<file path="src/rtl/mips_pkg.sv">
// mips_pkg
// Shared constants for the multicycle MIPS datapath: next-PC select
// encodings, main opcode values decoded by control_unit, and the default
// reset vector used by the fetch stage.
package mips_pkg;

  // Next-PC select (PCSrc). Encoding 2'b11 is reserved and holds the PC.
  localparam logic [1:0] PCSRC_ALU      = 2'b00;
  localparam logic [1:0] PCSRC_ALUOUT   = 2'b01;
  localparam logic [1:0] PCSRC_JUMP     = 2'b10;
  localparam logic [1:0] PCSRC_RESERVED = 2'b11;

  // Main opcodes, Instr[31:26].
  localparam logic [5:0] OP_RTYPE = 6'b000000;
  localparam logic [5:0] OP_LW    = 6'b100011;
  localparam logic [5:0] OP_SW    = 6'b101011;
  localparam logic [5:0] OP_BEQ   = 6'b000100;
  localparam logic [5:0] OP_BNE   = 6'b000101;
  localparam logic [5:0] OP_ADDI  = 6'b001000;
  localparam logic [5:0] OP_J     = 6'b000010;

  // Default reset vector.
  localparam logic [31:0] RESET_PC_DEFAULT = 32'h0000_0000;

endpackage

</file>
<file path="src/rtl/flopenr.sv">
// flopenr
// Enable flip-flop with asynchronous active-high reset to a configurable
// value. Used for the program counter and the instruction register.
// Ports:
//   clock - rising-edge clock
//   reset - asynchronous, active-high; forces q to RESET_VAL
//   en    - load d on the rising edge when high, otherwise hold
//   d     - data in
//   q     - registered data out
module flopenr #(
  parameter int               WIDTH     = 32,
  parameter logic [WIDTH-1:0] RESET_VAL = '0
) (
  input  logic             clock,
  input  logic             reset,
  input  logic             en,
  input  logic [WIDTH-1:0] d,
  output logic [WIDTH-1:0] q
);

  always_ff @(posedge clock or posedge reset) begin
    if (reset) begin
      q <= RESET_VAL;
    end else if (en) begin
      q <= d;
    end
  end

endmodule

</file>
<file path="src/rtl/fetch_ir_unit.sv">
// fetch_ir_unit
// Program-counter / instruction-register stage of the multicycle MIPS
// datapath. Holds PC, IR, the memory data register and a count of IR loads,
// selects the memory address, and feeds opcode/funct to control_unit.
// Ports:
//   clock, reset        - rising-edge clock, asynchronous active-high reset
//   IRWrite             - load IR from ReadData
//   PCWrite             - unconditional PC write
//   BranchEQ, BranchNE  - conditional PC write on Zero / not Zero
//   IorD                - memory address select (0 = PC, 1 = ALUOut)
//   PCSrc               - next-PC select (ALU, ALUOut, jump, reserved)
//   Zero                - ALU zero flag for the current cycle
//   ALUResult, ALUOut   - combinational and registered ALU results
//   ReadData            - memory read data
//   Adr                 - memory address
//   PC, Instr, Data     - program counter, instruction reg, memory data reg
//   opcode, funct       - Instr[31:26] and Instr[5:0]
//   fetch_count         - number of IR loads since reset (wraps)
//   pc_misaligned       - sticky: PC was written with nonzero low bits
module fetch_ir_unit
  import mips_pkg::*;
#(
  parameter int               WIDTH    = 32,
  parameter logic [WIDTH-1:0] RESET_PC = RESET_PC_DEFAULT[WIDTH-1:0]
) (
  input  logic             clock,
  input  logic             reset,
  input  logic             IRWrite,
  input  logic             PCWrite,
  input  logic             BranchEQ,
  input  logic             BranchNE,
  input  logic             IorD,
  input  logic [1:0]       PCSrc,
  input  logic             Zero,
  input  logic [WIDTH-1:0] ALUResult,
  input  logic [WIDTH-1:0] ALUOut,
  input  logic [WIDTH-1:0] ReadData,
  output logic [WIDTH-1:0] Adr,
  output logic [WIDTH-1:0] PC,
  output logic [WIDTH-1:0] Instr,
  output logic [5:0]       opcode,
  output logic [5:0]       funct,
  output logic [WIDTH-1:0] Data,
  output logic [31:0]      fetch_count,
  output logic             pc_misaligned
);

  logic             pc_en;
  logic             pc_load;
  logic [WIDTH-1:0] pc_next;
  logic [WIDTH-1:0] jump_target;

  // BranchEQ and BranchNE together make the write unconditional, which is
  // a legal combination and deliberately not flagged.
  assign pc_en = PCWrite | (BranchEQ & Zero) | (BranchNE & ~Zero);

  // Jump target is formed from the PC and IR as they stand before the edge,
  // so a simultaneous IR load never forwards into the jump.
  assign jump_target = {PC[WIDTH-1:28], Instr[25:0], 2'b00};

  always_comb begin
    pc_next = PC;
    unique case (PCSrc)
      PCSRC_ALU:      pc_next = ALUResult;
      PCSRC_ALUOUT:   pc_next = ALUOut;
      PCSRC_JUMP:     pc_next = jump_target;
      PCSRC_RESERVED: pc_next = PC;
      default:        pc_next = PC;
    endcase
  end

  // The reserved select suppresses the write entirely, so it can neither
  // move the PC nor raise the misalignment flag.
  assign pc_load = pc_en & (PCSrc != PCSRC_RESERVED);

  flopenr #(
    .WIDTH     (WIDTH),
    .RESET_VAL (RESET_PC)
  ) u_pc (
    .clock (clock),
    .reset (reset),
    .en    (pc_load),
    .d     (pc_next),
    .q     (PC)
  );

  flopenr #(
    .WIDTH     (WIDTH),
    .RESET_VAL ('0)
  ) u_ir (
    .clock (clock),
    .reset (reset),
    .en    (IRWrite),
    .d     (ReadData),
    .q     (Instr)
  );

  // Memory data register captures every cycle; the control sequence decides
  // when its contents are meaningful.
  always_ff @(posedge clock or posedge reset) begin
    if (reset) begin
      Data <= '0;
    end else begin
      Data <= ReadData;
    end
  end

  always_ff @(posedge clock or posedge reset) begin
    if (reset) begin
      fetch_count <= '0;
    end else if (IRWrite) begin
      fetch_count <= fetch_count + 32'd1;
    end
  end

  // Sticky until reset; the misaligned value is still written to the PC.
  always_ff @(posedge clock or posedge reset) begin
    if (reset) begin
      pc_misaligned <= 1'b0;
    end else if (pc_load && (pc_next[1:0] != 2'b00)) begin
      pc_misaligned <= 1'b1;
    end
  end

  assign Adr    = IorD ? ALUOut : PC;
  assign opcode = Instr[31:26];
  assign funct  = Instr[5:0];

endmodule

</file>
<file path="config.mk">
export PLATFORM = sky130hd
export DESIGN_NAME = fetch_ir_unit
export DESIGN_NICKNAME = d
export VERILOG_FILES = /design/src/rtl/mips_pkg.sv /design/src/rtl/flopenr.sv /design/src/rtl/fetch_ir_unit.sv
export SDC_FILE = /design/constraint.sdc
export NUM_CORES = 1
export LEC_CHECK = 0
export BUFFER_PORTS_ARGS = -buffer_cell sky130_fd_sc_hd__buf_2
export CAP_MARGIN = 30
export CORE_MARGIN = 2
export CORE_UTILIZATION = 48
export CTS_BUF_LIST = sky130_fd_sc_hd__clkbuf_8
export DETAILED_ROUTE_END_ITERATION = 8
export GPL_TIMING_DRIVEN = 0
export PLACE_DENSITY = 0.83
export SYNTH_ARGS = -nofsm -noshare
export SYNTH_HDL_FRONTEND = slang
export SYNTH_SLANG_ARGS = --single-unit
export TNS_END_PERCENT = 50
</file>
<file path="constraint.sdc">
create_clock -name clock -period 4 [get_ports clock]
set_input_delay 0.2 -clock clock [delete_from_list [all_inputs] [get_ports clock]]
set_output_delay 0.2 -clock clock [all_outputs]
set_load 0.005 [all_outputs]
</file>
==> summary.md <==
| Metric | Value |
|---|---|
| Status | `complete, but fails checks` |
| Violated checks | `design-rule violations` |
| Highest Clock Rate | `0.508 GHz` |
| Remaining DRCs | `20` |
| Final Cycle Share | `49.3%` |
| Area leader, netlist | `dfrtp_1` |
| Seq/Total Area, Yosys | `56.5%` |
| Slowest CP cell | `nor3_1` |
| Clock power frac | `36.7%` |
| Overall Global Routing Usage | `28.8%` |
| CTS buffer count | `17` |
| Layout area overhead | `41.7%` |
| DR vias | `5,211` |
| Clk slew on worst S/H paths | `0.07 ns` |
| Final hold vios | `0` |
| Worst path max stage delay | `0.61 ns` |
| Initial antenna violation count | `0` |
| Most used DFF post-synth | `dfrtp_1` |
| Pleak | `0.00408 uW` |
| CTS H-tree depth | `4` |
| Die H | `113 um` |
| Largest net degree at the start of global routing | `105` |
| Most frequent cell after synthesis | `dfrtp_1` |
| Post-synth top cells | `dfrtp_1 (129), mux2_2 (67), nand2_1 (39), nor2_1 (37)` |
| Switching pwr | `966 uW` |
| WP data required | `4.33 ns` |
| Syn Std Cell Area | `5710 um2` |
| Ratio of total power to cell area | `436 nW/um2` |
| Max-slew violations | `0` |
| Nets | `918` |
| Layout cells sized above 1 | `48.3%` |
| Period minus WS final | `1.97 ns` |
| Worst hold path class | `in2reg` |
| Pre-Repair DR Iteration Count | `7` |
| Ys async rst share | `100%` |
| Final setup vio count | `0` |
| Syn Nets | `590` |
| Pre-CTS WS | `2.03 ns` |
| Setup TNS | `0 ns` |
| Netlist cell types | `35` |
| Detail Route Antenna Nets | `0` |
| CP startpoint kind | `register` |
| Die extent in x | `113 um` |
| Boundary Pins | `279` |
| Area of the die | `12,800 um2` |
| DR vias/cell | `5.39` |
| Setup CP Type | `reg2reg` |
| Peak VDD IR | `291 uV` |
| Port bufs | `275` |
| Register bit total from synthesis | `129` |
| CTS resizes | `0` |
| Unrepaired setup endpoints after global routing | `no` |
| Wire length per cell | `18.8 um` |
| Yosys top cell area share | `56.5%` |
| Iteration-0 DRC Markers | `433` |
| Crit path DAT | `2.30 ns` |
| Cell-internal power | `2560 uW` |
| Antenna Cells | `0` |
| Critical Path, Cell by Cell | `ha_1 > inv_1 > nor3_1 > nand4_1 > xnor2_1` |
| Worst-Skew Late Latency | `0.45 ns` |
| Fin worst setup slack | `2.03 ns` |
| Core footprint | `11,500 um2` |
| First-pass GRT wire length | `28,300 um` |
| Post-CTS Hold Fix Bufs | `33` |
| Worst Tran Pin Value | `0.729 ns` |
| Worst-path fanout max | `6` |
| Synth Instances | `483` |
| Rows | `39` |
| Reg power frac | `44.5%` |
| Initial core utilization | `49.6%` |
| Clock skew | `0.00762 ns` |
| Max Root-Sink Buffers | `2` |
| EDFF count, synth | `0` |
| Setup repair bufs after CTS | `0` |
| Synth top area cells | `dfrtp_1 (57%), mux2_2 (13%), mux2i_1 (5.3%)` |
| Buffers & Inverters on Critical Path | `1` |
| CTS tree | `built` |
| Relative slew margins | `51.4%` |
| Syn_area_per_cell | `11.8 um2` |
| Gpl congestion | `0.882` |
| Max cap viols | `0` |
| Sw frac | `27.4%` |
| Delay-heaviest family, CP | `simple AND/OR/NAND/NOR gates` |
| Vias in the first global route | `5,233` |
| Root Driver | `clkbuf_8` |
| Detailed Place HPWL | `13,100 um` |
| Ys Warns | `0` |
| Routed WL | `18,200 um` |
| Comb pwr share | `18.8%` |
| CTS Sinks | `129` |
| Crit. End Element | `register` |
| Global route overflow | `0` |
power groups by stage:
| stage | Sequential [uW] | Combinational [uW] | Clock (uW) |
|---|---|---|---|
| 2_1_floorplan | 1580 | 291 | 0 |
| 3_3_place_gp | 1580 | 606 | 0 |
| 3_5_place_dp | 1590 | 632 | 0 |
| 4_1_cts | 1570 | 661 | 1320 |
| 5_1_grt | 1590 | 718 | 1360 |
| 6_report | 1570 | 663 | 1290 |
per-stage QoR:
step / instances / hold slack, ns / cell area, um2 / utilization, % / power, uW
3_5_place_dp: 902 / 0.181 / 7300 / 63.4 / 2220
4_1_cts: 967 / 0.0196 / 8090 / 70.2 / 3540
3_3_place_gp: 901 / 0.318 / 7260 / 63.1 / 2190
2_1_floorplan: 483 / 0.231 / 5710 / - / 1870
5_1_grt: 967 / 0.0533 / 8090 / 70.2 / 3670
6_report: 967 / 0.0507 / 8090 / 70.2 / 3530
path summary, 6_finish.rpt:
| check | startpoint | end | slack, ns | cells after the start |
|---|---|---|---|---|
| setup / recovery | fetch_count[0]$_DFFE_PP0P_ | fetch_count[22]$_DFFE_PP0P_ | 2.03 | 5 |
| hold reg to reg | fetch_count[31]$_DFFE_PP0P_ | fetch_count[31]$_DFFE_PP0P_ | 0.47 | 1 |
| min in group asynchronous | reset | u_ir.q[4]$_DFFE_PP0P_ | 0.26 | 3 |
| setup reg to reg | fetch_count[0]$_DFFE_PP0P_ | fetch_count[22]$_DFFE_PP0P_ | 2.03 | 5 |
| max in group asynchronous | reset | u_pc.q[1]$_DFFE_PP0P_ | 2.94 | 4 |
| hold / removal | ALUOut[24] | u_pc.q[24]$_DFFE_PP0P_ | 0.05 | 3 |
worst min-delay path, delay by kind of cell:
family / cells / cell delay (ns)
AOI/OAI and AO/OA: 2 / 0.17
buffers and inverters: 1 / 0.09
cells by family (layout without fill, tap and decap cells):
group	Yosys count	count (layout)	share of synthesized area, %
buffers and inverters	40	381	3.48
AND/OR/NAND/NOR	122	122	10.7
AO/OA/AOI/OAI	63	63	5.83
flip-flops	129	129	56.5
multiplexers	97	97	18.5
XOR/XNOR	31	31	4.76
adder cells (fa/ha/maj)	1	1	0.219
cell usage in the layout, fill, tap and decap left out, types with 4 or more instances in the layout:
| master | n |
|---|---|
| a21oi_1 | 30 |
| and4_1 | 4 |
| xnor2_1 | 24 |
| xor2_1 | 7 |
| nand2_1 | 39 |
| bufinv_16 | 5 |
| buf_1 | 5 |
| mux2i_1 | 30 |
| nand4_1 | 14 |
| clkbuf_1 | 17 |
| clkinv_2 | 5 |
| nor3_1 | 4 |
| dlygate4sd3_1 | 33 |
| clkbuf_8 | 20 |
| o21ai_0 | 28 |
| mux2_2 | 67 |
| dfrtp_1 | 129 |
| buf_2 | 278 |
| buf_4 | 12 |
| nand3_1 | 8 |
| nor2_1 | 37 |
layer usage:
metal	track usage (%)	wire length, um
met5	0	0
met4	12.8	603
met3	7.61	1250
met2	49.8	9420
met1	33.8	6950
flip-flops by register name, summed over array words and instances (netlist names):
| name | cells |
|---|---|
| Data | 32 |
| fetch_count | 32 |
| u_pc.q | 32 |
| pc_misaligned | 1 |
| u_ir.q | 32 |
cell type report:
cell class	instances	area [um2]
fill	807	3430
sequential	129	3230
multi-input combinational	314	2280
timing repair buffer	309	1730
clock buffer	20	275
buffer	37	188
clock inverter	12	186
tap	143	179
inverter	3	16.3
Power figures use the tool's default switching activity.
